$ cat config.mk
export PLATFORM = sky130hd
export DESIGN_NAME = capture_scheduler
export DESIGN_NICKNAME = d
export VERILOG_FILES = /design/src/rtl/time_buffer_pkg.sv /design/src/rtl/sync_2ff.sv /design/src/rtl/capture_scheduler.sv
export SDC_FILE = /design/constraint.sdc
export NUM_CORES = 1
export LEC_CHECK = 0
export CORE_ASPECT_RATIO = 1.2
export CORE_MARGIN = 5
export CORE_UTILIZATION = 50
export DETAILED_ROUTE_END_ITERATION = 12
export PLACE_DENSITY = 0.71
export SETUP_SLACK_MARGIN = 0.05
export SYNTH_ARGS = -nofsm -noshare
export SYNTH_HDL_FRONTEND = slang
export SYNTH_SLANG_ARGS = --single-unit
export TNS_END_PERCENT = 20
$ cat constraint.sdc
create_clock -name source_clk -period 3.11 [get_ports source_clk]
set_input_delay 0.4665 -clock source_clk [delete_from_list [all_inputs] [get_ports source_clk]]
set_output_delay 0.4665 -clock source_clk [all_outputs]
set_load 0.01 [all_outputs]
$ cat src/rtl/time_buffer_pkg.sv
// State encoding, default sizing and a small helper for the capture scheduler.
package time_buffer_pkg;
   typedef enum logic [2:0] {
      ST_IDLE,
      ST_FLUSH,
      ST_WAIT_READY,
      ST_STREAM,
      ST_DRAIN,
      ST_HOLDOFF
   } state_t;

   localparam int DEF_BATCH_SIZE     = 2048;
   localparam int DEF_RUNS           = 4;
   localparam int DEF_FLUSH_CYCLES   = 4;
   localparam int DEF_HOLDOFF_CYCLES = 16;
   localparam int DEF_TIMEOUT_CYCLES = 65536;

   function automatic int max_int(input int a, input int b);
      return (a > b) ? a : b;
   endfunction
endpackage

$ cat src/rtl/sync_2ff.sv
// Two-flop synchronizer bringing the sink-domain ready into source_clk.
module sync_2ff (
   input  logic clk,
   input  logic rst_n,
   input  logic d,
   output logic q
);
   logic meta;

   always_ff @(posedge clk or negedge rst_n) begin
      if (!rst_n) begin
         meta <= 1'b0;
         q    <= 1'b0;
      end else begin
         meta <= d;
         q    <= meta;
      end
   end
endmodule

$ cat src/rtl/capture_scheduler.sv
// Sequences one time-buffer capture: flush, wait for ready, stream RUNS batches, drain, holdoff.
// Define CAPTURE_TIMEOUT_EN to abort a capture whose ready never arrives.
module capture_scheduler
   import time_buffer_pkg::*;
#(
   parameter int BATCH_SIZE     = DEF_BATCH_SIZE,
   parameter int RUNS           = DEF_RUNS,
   parameter int FLUSH_CYCLES   = DEF_FLUSH_CYCLES,
   parameter int HOLDOFF_CYCLES = DEF_HOLDOFF_CYCLES,
   parameter int TIMEOUT_CYCLES = DEF_TIMEOUT_CYCLES
) (
   input  logic                       source_clk,
   input  logic                       reset_n,
   input  logic                       trigger,
   input  logic                       continuous,
   output logic                       buf_reset,
   input  logic                       buf_ready,
   output logic                       buf_start,
   input  logic                       buf_eop,
   output logic                       busy,
   output logic                       done,
   output logic                       error,
   output logic [$clog2(RUNS+1)-1:0]  batch_cnt
);
   localparam int STREAM_LEN = RUNS * BATCH_SIZE;
`ifdef CAPTURE_TIMEOUT_EN
   localparam int CNT_MAX = max_int(max_int(STREAM_LEN, FLUSH_CYCLES),
                                    max_int(HOLDOFF_CYCLES, TIMEOUT_CYCLES));
`else
   localparam int CNT_MAX = max_int(max_int(STREAM_LEN, FLUSH_CYCLES), HOLDOFF_CYCLES);
`endif
   localparam int CNT_W = $clog2(CNT_MAX + 1);
   localparam int BW    = $clog2(RUNS + 1);
   localparam logic [CNT_W-1:0] FLUSH_LAST  = CNT_W'(FLUSH_CYCLES - 1);
   localparam logic [CNT_W-1:0] STREAM_LAST = CNT_W'(STREAM_LEN - 1);
   localparam logic [CNT_W-1:0] HOLD_LAST   = CNT_W'(HOLDOFF_CYCLES - 1);
   localparam logic [BW-1:0]    RUNS_B      = BW'(RUNS);

   if (FLUSH_CYCLES < 4 || HOLDOFF_CYCLES < 1 || TIMEOUT_CYCLES < 1) begin : g_bad_cfg
      $error("capture_scheduler: FLUSH_CYCLES>=4, HOLDOFF_CYCLES>=1, TIMEOUT_CYCLES>=1");
   end

   state_t           state, state_nxt;
   logic [CNT_W-1:0] cnt, cnt_nxt;
   logic             ready_s, timeout, done_nxt, eop_hit;
   logic [BW-1:0]    batch_nxt;

   sync_2ff u_ready_sync (.clk(source_clk), .rst_n(reset_n), .d(buf_ready), .q(ready_s));

   // eop is only meaningful while data is leaving the buffer, plus one cycle of latency slack
   assign eop_hit   = buf_eop && (state == ST_STREAM || state == ST_DRAIN) && (batch_cnt != RUNS_B);
   assign batch_nxt = batch_cnt + BW'(eop_hit);
   assign busy      = (state != ST_IDLE);

   always_comb begin
      state_nxt = state;
      timeout   = 1'b0;
      done_nxt  = 1'b0;
      case (state)
         ST_IDLE:       if (trigger || (done && continuous)) state_nxt = ST_FLUSH;
         ST_FLUSH:      if (cnt == FLUSH_LAST) state_nxt = ST_WAIT_READY;
         ST_WAIT_READY: begin
            if (ready_s) state_nxt = ST_STREAM;
`ifdef CAPTURE_TIMEOUT_EN
            else if (cnt == CNT_W'(TIMEOUT_CYCLES - 1)) begin
               state_nxt = ST_IDLE;
               timeout   = 1'b1;
            end
`endif
         end
         ST_STREAM:     if (cnt == STREAM_LAST) state_nxt = ST_DRAIN;
         ST_DRAIN:      state_nxt = ST_HOLDOFF;
         ST_HOLDOFF:    if (cnt == HOLD_LAST) begin
            state_nxt = ST_IDLE;
            done_nxt  = 1'b1;
         end
         default:       state_nxt = ST_IDLE;
      endcase

      // one shared counter, restarted on every state change
      cnt_nxt = cnt + 1'b1;
      if (state_nxt != state || state == ST_IDLE) cnt_nxt = '0;
`ifndef CAPTURE_TIMEOUT_EN
      else if (state == ST_WAIT_READY) cnt_nxt = cnt;
`endif
   end

   always_ff @(posedge source_clk or negedge reset_n) begin
      if (!reset_n) begin
         state     <= ST_IDLE;
         cnt       <= '0;
         buf_reset <= 1'b1;
         buf_start <= 1'b0;
         done      <= 1'b0;
         error     <= 1'b0;
         batch_cnt <= '0;
      end else begin
         state     <= state_nxt;
         cnt       <= cnt_nxt;
         buf_reset <= (state_nxt == ST_FLUSH) || timeout;
         buf_start <= (state_nxt == ST_STREAM);
         done      <= done_nxt;
         if (state_nxt == ST_FLUSH && state != ST_FLUSH) batch_cnt <= '0;
         else                                            batch_cnt <= batch_nxt;
         if (timeout || (state == ST_DRAIN && batch_nxt != RUNS_B)) error <= 1'b1;
      end
   end
endmodule
==> results.md <==
* Drt drc at 0
* Post-CTS resize count at 0
* Ratio of cells with drive above 1 in the final layout at 18.4%
* Crit path cell chain: or4_4 -> nor4_1 -> nor2_1 -> a2111o_1 -> a221oi_1
* Post-Syn Nets at 141
* Leakage at 0.630 nW
* Core Box Area at 2790 sq um
* Die width at 58.8 microns
* Worst vdd ir at 0.287 mV
* Dominant cell type by area after synthesis: dfrtp_1
* Highest-delay cell along the critical path: a2111o_1
* Initial antenna violation count at 0
* Htree depth at 1
* Gate Count Post-Synth at 132
* Synthesized cell area at 1430 sq um
* Run status: finished clean
* Via count at 1041
* CP max FO at 14
* Sequential fraction of the synthesis area at a little under half
* Achievable frequency at 0.365 GHz
* Hold Fails Final Rpt at 0
* Worst path arrival time at 2970 ps
* CTS Root Cell: clkbuf_4
* Most common cell after layout, fill and taps aside: dfrtp_1
* First-pass DRT Iterations at 4
* Crit. End Element: flop
* Largest net degree at the start of global routing at 27
* Setup tns final at 0 ps
* Vias in the first global route at ~990
* Dpl hpwl at 2010 microns
* Fin. max-slew vios at 0
* Area fraction of the dominant cell type after synthesis at 43.7%
* Post-CTS Hold Buffers at 0
* Final period util at 88.0%
* Fillers at 238
* CP required at 3340 ps
* Num rows at 21
* Power Density at 564 nW/um^2
* Crit path kind: reg -> reg
* Top-Level Pins at 14
* Post-synthesis register bit count at 26
* Cells after DPL at 177
* Die area at 4030 sq um
* Max Cap Viol at 0
* Final non-filler cell total at 181
* Most frequent cells in the layout: dfrtp_1, clkdlybuf4s50_1, xnor2_1
* Final Setup Violations at 0
* TritonCTS buffer count at 3
* RSZ-0062 raised after global routing: false
* Setup bufs post-CTS at 0
* Routed WL per cell at 14.8 microns
* Overall power at 914 uW
* IO buf count at 13
* Register area at 652 sq um
* Critical path launch point type: flop
* Synthesis-to-layout area growth at 13.3%
* Yosys warnings at 0
* Buffers and inverters on the worst path at 0
* Largest stage delay, worst path at 650 ps
* Multi-input combinational cell area at ~730 sq um
* Synth unique cells at 40
* # diodes at 0
* Syn_area_per_cell at around 11 sq um
* Grt total ovfl at 0
* CP top delay family: simple AND/OR/NAND/NOR gates
* Hold Crit Class: reg -> reg
* Final wirelength at around 2700 microns
* Worst skew pair latency at between 300 and 400 ps
* Gr usage total at 15.0%
* Initial core utilization at 51.3%
* Placer congestion estimate at 0.818
* First-pass GRT wire length at ~4500 microns
* CTS tree: yes
* Max Root-Sink Buffers at 2
* Clock Skew at 1.53 ps
* Detail Route Antenna Nets at 0
* Routed vias/inst at 5.75
* Worst-path clk slew at roughly 130 ps
* 1st-iter DRT viols at 52
* Slew HR at 58.6%
* Area contributors post-synth: dfrtp_1, a211oi_2, xnor2_1, ha_1, nand2_1
* # clock sinks at 26
* Actual slew at the worst max-slew pin at 622 ps
* Crit path time final at roughly 2700 ps
* Die H at 68.6 microns
* # nets final at 157
## flip-flops by register name (all words and copies together), names as in the netlist
| signal | flops |
|---|---|
| batch_cnt | 3 |
| buf_reset | 1 |
| buf_start | 1 |
| cnt | 14 |
| done | 1 |
| error | 1 |
| state | 3 |
| u_ready_sync.meta | 1 |
| u_ready_sync.q | 1 |
## cells by family (layout without fill, tap and decap cells)
family                   after synthesis  after routing  share of synthesized area (%)
AO/OA/AOI/OAI                         26             26                           17.1
flip-flops                            26             26                           45.6
AND/OR/NAND/NOR                       54             54                           22.8
adder cells (fa/ha/maj)                3              3                           2.62
XOR/XNOR                              14             14                           8.57
buffers and inverters                  9             24                           3.24
## metal layers
layer  vias to the layer above  GRT usage, %  routed length [microns]
li1                        510             -                        -
met5                         -             0                        0
met1                       505          17.4                     1120
met2                        22          26.7                     1390
met4                         0          8.22                       59
met3                         4          2.05                      107
## path summary, 6_finish.rpt
path                            slack, ps  cells after the start              to               from
worst max-delay path                  370                      5          cnt[1]             cnt[8]
worst min-delay path                  380                      0  u_ready_sync.q  u_ready_sync.meta
worst max register to register        370                      5          cnt[1]             cnt[8]
worst min register to register        380                      0  u_ready_sync.q  u_ready_sync.meta
max in group asynchronous            2340                      2       buf_reset            reset_n
min in group asynchronous             490                      2       buf_start            reset_n
## cell usage after synthesis (all sizes together)
cell and n:
nor2 10, or4 3, inv 4, o31ai 2, nand3b 1, nand2b 1
nand3 4, nor4 2, a221oi 1, nand4 3, a31o 1, dfrtp 25
and4 3, nor2b 5, a211oi 13, nor3 3, or3 2, or3b 3
clkbuf 2, o21ai 2, or2 1, xor2 3, o22ai 2, a21oi 4
nor3b 1, and3 1, ha 3, buf 3, dfstp 1, a2111o 1
and4b 1, xnor2 11, nand2 10
## per-stage QoR
step / hold slack [ps] / setup WS, ps / utilization (%) / area, sq um
floorplan: 171 / 845 / - / 1430
global placement: 333 / 538 / 57.2 / 1590
detailed placement: 336 / 405 / 57.2 / 1590
CTS: 381 / 372 / 58.2 / 1620
global route: 395 / 151 / 58.2 / 1620
finish: 379 / 374 / 58.2 / 1620
## layout make-up
| cell class | instances | share of cell area, % |
|---|---|---|
| inverters | 4 | 0.927 |
| repair buffers | 16 | 9.42 |
| clock buffers | 4 | 1.62 |
| flip-flops and latches | 26 | 40.2 |
| well taps | 34 | 2.63 |
| multi-input cells | 97 | 45.2 |
## where the power goes
part / total, mW / switching (mW) / internal (mW)
registers: 0.482 / 0.0765 / 0.405
logic: 0.289 / 0.129 / 0.160
clock network: 0.144 / 0.0932 / 0.0503
total: 0.914 / 0.299 / 0.615
Note: power is estimated with default switching activity, not from simulation.
